`src/rtl/adc_sequencer.sv`:
```
// adc_sequencer: drives the hard ADC through an ascending channel scan
// (select, settle, convert, capture) and emits each result as a one-cycle
// strobe to the storage block. Configured through a small Wishbone slave.
// Optional build macro ADC_SEQ_AVG_EN: four conversions per channel, averaged.
module adc_sequencer #(
    parameter int unsigned MAX_CHANNEL     = 31,
    parameter int unsigned DEFAULT_LAST_CH = 31,
    parameter int unsigned DEFAULT_SETTLE  = 16,
    parameter int unsigned CONV_TIMEOUT    = 255
) (
    input  logic        wb_clk_i,
    input  logic        wb_rst_ni,
    input  logic        wb_stb_i,
    input  logic        wb_cyc_i,
    input  logic        wb_we_i,
    input  logic [15:0] wb_adr_i,
    input  logic [15:0] wb_dat_i,
    output logic [15:0] wb_dat_o,
    output logic        wb_ack_o,
    output logic [4:0]  adc_chnum_o,
    output logic        adc_start_o,
    input  logic        adc_busy_i,
    input  logic        adc_datavalid_i,
    input  logic [11:0] adc_data_i,
    output logic        adc_strb,
    output logic [4:0]  adc_channel,
    output logic [11:0] adc_result
);

    localparam int unsigned CH_W   = 5;
    localparam int unsigned SET_W  = 8;
    localparam int unsigned CNT_W  = 8;
    localparam int unsigned WAIT_W = (CONV_TIMEOUT < 2) ? 1 : $clog2(CONV_TIMEOUT + 1);

    // LAST_CH reset value obeys the same clamping rules as a register write
    localparam logic [CH_W-1:0] LAST_CH_RST =
        (DEFAULT_LAST_CH > MAX_CHANNEL) ? CH_W'(MAX_CHANNEL) :
        (DEFAULT_LAST_CH == 0)          ? CH_W'(1)           : CH_W'(DEFAULT_LAST_CH);

    typedef enum logic [2:0] {
        S_IDLE,
        S_SELECT,
        S_SETTLE,
        S_START,
        S_WAIT,
        S_EMIT,
        S_NEXT
    } state_t;

    state_t              state;
    logic [CH_W-1:0]     chan;
    logic [SET_W-1:0]    settle_cnt;
    logic [WAIT_W-1:0]   wait_cnt;
    logic                enable;
    logic                oneshot;
    logic [CH_W-1:0]     last_ch;
    logic [SET_W-1:0]    settle;
    logic                timeout_err;
    logic [CNT_W-1:0]    timeout_cnt;
    logic                wb_wr;
    logic                timeout_hit;
    logic                busy;
    logic                unused_bits;

`ifdef ADC_SEQ_AVG_EN
    logic [1:0]          conv_idx;
    logic [13:0]         sum;
    logic [13:0]         sum_next;

    assign sum_next = sum + {2'b00, adc_data_i};
`endif

    assign wb_wr       = wb_stb_i & wb_cyc_i & wb_we_i & ~wb_ack_o;
    assign busy        = (state != S_IDLE);
    assign timeout_hit = (state == S_WAIT) && !adc_datavalid_i && (wait_cnt == WAIT_W'(CONV_TIMEOUT));
    assign unused_bits = ^{wb_adr_i[15:2], wb_dat_i[15:8]};

    // LAST_CH write value: 0 forces 1 so a wrap always happens; cap at MAX_CHANNEL
    function automatic logic [CH_W-1:0] clamp_last(input logic [CH_W-1:0] v);
        if (v == '0) begin
            return CH_W'(1);
        end else if (32'(v) > MAX_CHANNEL) begin
            return CH_W'(MAX_CHANNEL);
        end else begin
            return v;
        end
    endfunction

    // Single-cycle Wishbone acknowledge, never back-to-back
    always_ff @(posedge wb_clk_i or negedge wb_rst_ni) begin
        if (!wb_rst_ni) begin
            wb_ack_o <= 1'b0;
        end else begin
            wb_ack_o <= wb_stb_i & wb_cyc_i & ~wb_ack_o;
        end
    end

    // Combinational register read, driven only while the slave is addressed
    always_comb begin
        wb_dat_o = '0;
        if (wb_stb_i && wb_cyc_i) begin
            case (wb_adr_i[1:0])
                2'd0:    wb_dat_o = {13'd0, 1'b0, oneshot, enable};
                2'd1:    wb_dat_o = {11'd0, last_ch};
                2'd2:    wb_dat_o = {8'd0, settle};
                default: wb_dat_o = {busy, timeout_err, 1'b0, chan, timeout_cnt};
            endcase
        end
    end

    // Scan FSM, ADC handshake, result capture and configuration registers
    always_ff @(posedge wb_clk_i or negedge wb_rst_ni) begin
        if (!wb_rst_ni) begin
            state       <= S_IDLE;
            chan        <= '0;
            settle_cnt  <= '0;
            wait_cnt    <= '0;
            enable      <= 1'b0;
            oneshot     <= 1'b0;
            last_ch     <= LAST_CH_RST;
            settle      <= SET_W'(DEFAULT_SETTLE);
            timeout_err <= 1'b0;
            timeout_cnt <= '0;
            adc_chnum_o <= '0;
            adc_start_o <= 1'b0;
            adc_strb    <= 1'b0;
            adc_channel <= '0;
            adc_result  <= '0;
`ifdef ADC_SEQ_AVG_EN
            conv_idx    <= '0;
            sum         <= '0;
`endif
        end else begin
            adc_start_o <= 1'b0;
            adc_strb    <= 1'b0;

            case (state)
                S_IDLE: begin
                    if (enable) begin
                        chan  <= '0;
                        state <= S_SELECT;
                    end
                end

                S_SELECT: begin
                    if (!enable) begin
                        state <= S_IDLE;
                    end else begin
                        adc_chnum_o <= chan;
                        settle_cnt  <= settle;
                        state       <= S_SETTLE;
`ifdef ADC_SEQ_AVG_EN
                        conv_idx    <= '0;
                        sum         <= '0;
`endif
                    end
                end

                // SETTLE=0 and SETTLE=1 both spend a single clock here
                S_SETTLE: begin
                    if (!enable) begin
                        state <= S_IDLE;
                    end else if (settle_cnt <= SET_W'(1)) begin
                        state <= S_START;
                    end else begin
                        settle_cnt <= settle_cnt - SET_W'(1);
                    end
                end

                S_START: begin
                    if (!enable) begin
                        state <= S_IDLE;
                    end else if (!adc_busy_i) begin
                        adc_start_o <= 1'b1;
                        wait_cnt    <= '0;
                        state       <= S_WAIT;
                    end
                end

                // Conversion always completes (or times out) even if disabled
                S_WAIT: begin
                    if (adc_datavalid_i) begin
`ifdef ADC_SEQ_AVG_EN
                        if (conv_idx == 2'd3) begin
                            adc_result  <= sum_next[13:2];
                            adc_channel <= chan;
                            adc_strb    <= 1'b1;
                            state       <= S_EMIT;
                        end else begin
                            sum      <= sum_next;
                            conv_idx <= conv_idx + 2'd1;
                            state    <= S_START;
                        end
`else
                        adc_result  <= adc_data_i;
                        adc_channel <= chan;
                        adc_strb    <= 1'b1;
                        state       <= S_EMIT;
`endif
                    end else if (timeout_hit) begin
                        timeout_err <= 1'b1;
                        if (timeout_cnt != '1) begin
                            timeout_cnt <= timeout_cnt + CNT_W'(1);
                        end
                        state <= S_NEXT;
                    end else begin
                        wait_cnt <= wait_cnt + WAIT_W'(1);
                    end
                end

                S_EMIT: begin
                    state <= enable ? S_NEXT : S_IDLE;
                end

                // Wrap on >= so a LAST_CH lowered mid-scan takes effect here
                S_NEXT: begin
                    if (chan >= last_ch) begin
                        chan <= '0;
                        if (oneshot) begin
                            enable  <= 1'b0;
                            oneshot <= 1'b0;
                            state   <= S_IDLE;
                        end else begin
                            state <= enable ? S_SELECT : S_IDLE;
                        end
                    end else begin
                        chan  <= chan + CH_W'(1);
                        state <= enable ? S_SELECT : S_IDLE;
                    end
                end

                default: state <= S_IDLE;
            endcase

            // Register writes land on the ack edge and override FSM updates
            if (wb_wr) begin
                case (wb_adr_i[1:0])
                    2'd0: begin
                        enable  <= wb_dat_i[0];
                        oneshot <= wb_dat_i[1];
                        if (wb_dat_i[2] && !timeout_hit) begin
                            timeout_err <= 1'b0;
                        end
                    end
                    2'd1:    last_ch <= clamp_last(wb_dat_i[4:0]);
                    2'd2:    settle  <= wb_dat_i[7:0];
                    default: ;
                endcase
            end
        end
    end

endmodule

```
`config.mk`:
```
export PLATFORM = sky130hd
export DESIGN_NAME = adc_sequencer
export DESIGN_NICKNAME = d
export VERILOG_FILES = /design/src/rtl/adc_sequencer.sv
export SDC_FILE = /design/constraint.sdc
export NUM_CORES = 1
export LEC_CHECK = 0
export BUFFER_PORTS_ARGS = -buffer_cell sky130_fd_sc_hd__buf_4
export CELL_PAD_IN_SITES_DETAIL_PLACEMENT = 1
export CELL_PAD_IN_SITES_GLOBAL_PLACEMENT = 1
export CORE_MARGIN = 10
export CORE_UTILIZATION = 41
export DETAILED_ROUTE_END_ITERATION = 10
export PLACE_DENSITY = 0.85
export SLEW_MARGIN = 30
export SYNTH_ARGS = -nofsm -noshare
export SYNTH_HDL_FRONTEND = slang
export SYNTH_SLANG_ARGS = --single-unit
export TNS_END_PERCENT = 10
```
`constraint.sdc`:
```
create_clock -name wb_clk_i -period 2.3 [get_ports wb_clk_i]
set_input_delay 0 -clock wb_clk_i [delete_from_list [all_inputs] [get_ports wb_clk_i]]
set_output_delay 0 -clock wb_clk_i [all_outputs]
set_load 0.02 [all_outputs]
```
; ---- Word level (Yosys, flattened, before mapping)
; Cells that the tools add are included.
[totals]
register_bits = 73
latchBits = 0
ramBits = 0
rom_bits = 0
in_bits = 51
out_inout_bits = 41
mem_count = 0
[classes]
addsub = 4
n_mul = 0
div = 0
magnitude_cmp = 2
eq_ne = 21
n_shift = 0
n_mux = 48
n_bitwise = 6
n_reduce_logical = 22
[ops]
columns = cell, count
row1 = 8-bit 2-to-1 mux, 7
row2 = 16-bit case mux with 3 select lines, 1
row3 = 8-bit case mux with 2 select lines, 2
row4 = 3-bit 2-to-1 mux, 9
row5 = 1-bit 2-to-1 mux, 22
row6 = 3-bit case mux with 7 select lines, 1
row7 = "8-bit by 1-bit adder with 8-bit output, second input constant", 2
row8 = 16-bit 2-to-1 mux, 1
row9 = "2-bit inequality test, second input constant", 8
row10 = 5-bit 2-to-1 mux, 3
row11 = 4-bit AND reduction, 3
row12 = 5-bit case mux with 2 select lines, 1
row13 = 2-bit AND reduction, 5
row14 = "3-bit equality test, second input constant", 3
row15 = "3-bit inequality test, second input constant", 3
row16 = "8-bit equality test, second input constant", 1
row17 = "8-bit by 1-bit less-or-equal comparator with 1-bit output, second input constant", 1
row18 = "8-bit inequality test, second input constant", 1
row19 = "8-bit by 1-bit subtractor with 8-bit output, second input constant", 1
row20 = "3-bit by 2-bit equality test with 1-bit output, second input constant", 2
row21 = 2-bit nonzero test, 3
row22 = "5-bit by 1-bit adder with 5-bit output, second input constant", 1
row23 = 5-bit greater-or-equal comparator, 1
row24 = 5-bit logical NOT, 1
row25 = other kinds (12), 20

; ---- Depth between registers and ports, before layout
[depth]
word_depth = 9
mapped_depth = 7
ltp_nobuf = 7

; ---- Worst setup path before layout
; OpenSTA, ideal clock, no wires.
[synth_path]
path_type = register -> register
startpoint = register state[0]
endpoint = register timeout_cnt[1]
setup_time_ns = 0.125
arrival_time_ns = 1.886
required_ns = 2.175
slack_ns = 0.289
path_stages_with_launch = 7
path_buffers = 2
cell_sequence = dfrtp_1 -> buf_6 -> or4b_4 -> nor4_4 -> o21a_1 -> buf_6 -> mux2_2
[synth_via]
elab_chain_cells = 4
[synth_lines]
columns = element, line_no
row1 = "start, declared", 50  ; state_t state;
row2 = "start signal, assigned", 212  ; state <= enable ? S_NEXT : S_IDLE;
row3 = "start signal, assigned", 224  ; state <= enable ? S_SELECT : S_IDLE;
row4 = "start signal, assigned", 228  ; state <= enable ? S_SELECT : S_IDLE;
row5 = 3-bit equality test *, "75, 137"
row6 = 1-bit logical AND (2 in series), 75  ; assign timeout_hit = (state == S_WAIT) && !adc_datavalid_i && (wait_cnt == WAIT_W'(CONV_TIMEOUT));
row7 = 4-bit AND reduction (no source line) *, --
row8 = "end signal, assigned", 203  ; timeout_cnt <= timeout_cnt + CNT_W'(1);
row9 = "end, declared", 59  ; logic [CNT_W-1:0] timeout_cnt;
; Mark *: on every way between the ends. The rest lies on a longest branch, timed or not.
; A chain may end at the register's enable or synchronous reset.

; ---- Worst setup path in the final report
[layout_path]
startpoint = register state[1]
endpoint = register timeout_cnt[6]
; Same word-level chain as after synthesis.

==> flow_metrics.env <==
export IMPL_status="finished, final reports clean"
export IMPL_post_route_util_pct=55.1
export IMPL_synth_top_cell_area_share_pct=45.1
export IMPL_postCtsSetupBuffers=0
export IMPL_crit_fanout=8
export IMPL_wl_microns=11900
export IMPL_portBuffers=68
export IMPL_crit_arrival_ns=2.42
export IMPL_synth_common_cells="67 x dfrtp_1, 34 x mux2_2, 28 x nand2_1, 28 x nor2_1, 23 x o21ai_0"
export IMPL_drc=0
export IMPL_placementRows=34
export IMPL_wl_per_cell_microns=21.3
export IMPL_required_ns=2.55
export IMPL_dp_hpwl_microns=7830
export IMPL_drive_above_1_share_pct=31.9
export IMPL_crit_path_end_kind="flip-flop"
export IMPL_grt_use_total_pct=18.6
export IMPL_avgSynthCellArea_sq_um=10.6
export IMPL_p_leak_nw=2.26
export IMPL_ant_nets=0
export IMPL_worstMarginPinSlew_ns=0.794
export IMPL_ys_top_cells_by_area="dfrtp_1 45%, mux2_2 10%, dfstp_2 4.2%"
export IMPL_vias_per_cell=5.64
export IMPL_synth_enable_flop_cells=0
export IMPL_start_util_pct=42.5
export IMPL_syn2layout_area_growth_pct=29.8
export IMPL_power_density_nw_per_um2=1020
export IMPL_syn_area_sq_um=3720
export IMPL_cp_slowest_stage_delay_ns=0.58
export IMPL_synthFlopType="dfrtp_1"
export IMPL_setup_viol=0
export IMPL_grt_overflow_total=0
export IMPL_syn_inst=350
export IMPL_startpoint_type="flip-flop"
export IMPL_hold_viol=0
export IMPL_nFillCells=964
export IMPL_clkSinkCount=73
export IMPL_clk_latency_ns=0.36
export IMPL_crit_type="reg2reg"
export IMPL_die_area_sq_um=13300
export IMPL_cts_tree="yes"
export IMPL_yosysSeqAreaShare_pct=49.3
export IMPL_slew_limit_headroom_pct=46.6
export IMPL_gp_congestion=0.796
export IMPL_yosys_warnings=0
export IMPL_die_x_microns=115
export IMPL_grt_max_degree=74
export IMPL_core_area_sq_um=8760
export IMPL_die_h_microns=115
export IMPL_maxSlewViolCount=0
export IMPL_htree_levels=3
export IMPL_antenna_found_initial=1
export IMPL_io_pin_count=92
export IMPL_ys_types=54
export IMPL_fin_crit_sh_pct=94.4
export IMPL_syn_nets=411
export IMPL_synth_most_common_cell="dfrtp_1"
export IMPL_drtIter0Drc=148
export IMPL_critPathBufInv=0
export IMPL_grt_pass1_vias=3538
export IMPL_timing_max_cap_violations=0
export IMPL_clkTransAtPathRegs_ns=0.09
export IMPL_crit_chain="or4b_4 > nor4_4 > o21a_2 > nand4_1 > xnor2_1"
export IMPL_cp_top_family="simple AND/OR/NAND/NOR gates"
export IMPL_vias=3161
export IMPL_fmax_ghz=0.461
export IMPL_dr_pass1_iters=4
export IMPL_multi_input_area_sq_um=1780
export IMPL_cts_inserted_buffers=9
export IMPL_setup_ws_ns=0.129
export IMPL_crit_slowest_cell="or4b_4"
export IMPL_skew_ns=0.0161
export IMPL_vdd_drop_max_v=0.000501
export IMPL_ys_ff_latch=73
export IMPL_rsz0062_at_grt="false"
export IMPL_fin_tns_setup_ns=0
export IMPL_seq_area_sq_um=1830
export IMPL_fin_crit_ns=2.17
export IMPL_async_flop_share_pct=100
export IMPL_hold_class="in2reg"
export IMPL_cts_root_buf="clkbuf_8"
export IMPL_pre_cts_ws_ns=0.120
export IMPL_yosysTopAreaCell="dfrtp_1"
export IMPL_finalNetCount=507
export IMPL_grt_pass1_wl_microns=19500
export IMPL_cts_max_path_buffers=2
==> power by group <==
group / total (mW) / internal (mW) / switching, mW
combinational: 1.91 / 0.816 / 1.10
sequential: 1.86 / 1.61 / 0.254
clock: 1.18 / 0.667 / 0.509
==> final timing paths <==
| kind | from | end | slack (ns) | depth (start not counted) |
|---|---|---|---|---|
| worst max-delay path | state[1] | timeout_cnt[6] | 0.13 | 5 |
| worst min-delay path | adc_datavalid_i | wait_cnt[0] | 0.04 | 4 |
| worst max register to register | state[1] | timeout_cnt[6] | 0.13 | 5 |
| worst min register to register | wb_ack_o | wb_ack_o | 0.45 | 1 |
| max in group asynchronous | wb_rst_ni | enable | 1.58 | 2 |
| min in group asynchronous | wb_rst_ni | adc_result[10] | 0.21 | 2 |
==> tightest hold or removal path: cells and delay by family <==
family	cells	cell delay, ns
and+or+nand+nor	1	0.08
AOI/OAI and AO/OA	2	0.17
buffers and inverters	1	0.12
==> through the flow <==
step	power (mW)	hold slack [ns]	cells	cell area, sq um
finish	4.95	0.0429	560	4830
global route	5.24	0.0861	560	4830
global placement	3.55	0.187	521	4370
floorplan	2.98	-0.296	350	3720
CTS	4.91	0.0532	559	4820
detailed placement	3.69	0.205	521	4370
==> kinds of logic (layout without fill, tap and decap cells) <==
logic type,Yosys count,in the layout,share of synthesized area (%)
AND/OR/NAND/NOR,115,115,16.0
AO/OA/AOI/OAI,75,75,13.1
flip-flops,73,73,49.3
multiplexers,39,39,12.3
buffers and inverters,26,127,3.23
XOR/XNOR,11,11,2.59
adder cells (fa/ha/maj),10,10,3.36
other,1,2,0.101
==> flip-flops by register name (all words and copies together), names as in the netlist <==
register	count
adc_strb	1
last_ch	5
adc_result	12
wb_ack_o	1
state	3
settle	8
timeout_cnt	8
timeout_err	1
adc_channel	5
wait_cnt	8
enable	1
adc_start_o	1
chan	5
settle_cnt	8
adc_chnum_o	5
oneshot	1
==> layer usage <==
metal	routed length, microns	up-vias	share of wire, %	global-route usage [%]
met5	0	-	0	0
met1	4780	1604	40	21.9
met4	342	0	2.9	8.83
li1	-	1459	-	-
met3	435	24	3.7	3.80
met2	6360	74	53	31.7
==> cells in the final DEF, fill, tap and decap left out, types with 6 or more instances in the layout <==
cell,instances
a21o_1,6
a21oi_1,15
buf_4,76
clkbuf_8,11
dfrtp_1,67
dfstp_2,6
dlygate4sd3_1,22
ha_1,10
inv_1,12
mux2_2,34
nand2_1,28
nand3_1,12
nand4_1,7
nor2_1,28
nor3_1,8
o21ai_0,23
xnor2_1,6
==> layout make-up <==
cell class,count,share of cell area [%]
Timing Repair Buffer,99,16.6
Antenna cell,1,0.0518
Sequential cell,73,38.0
Clock inverter,5,1.61
Tap cell,108,2.80
Inverter,12,0.932
Clock buffer,11,3.13
Multi-Input combinational cell,251,36.9
==> repair_timing <==
item,CTS,global route
endpoints found under the setup margin,0,1
gates resized for setup,0,1
hold buffers,22,0
endpoints found under the hold margin,96,0
Note: power is estimated with default switching activity, not from simulation.
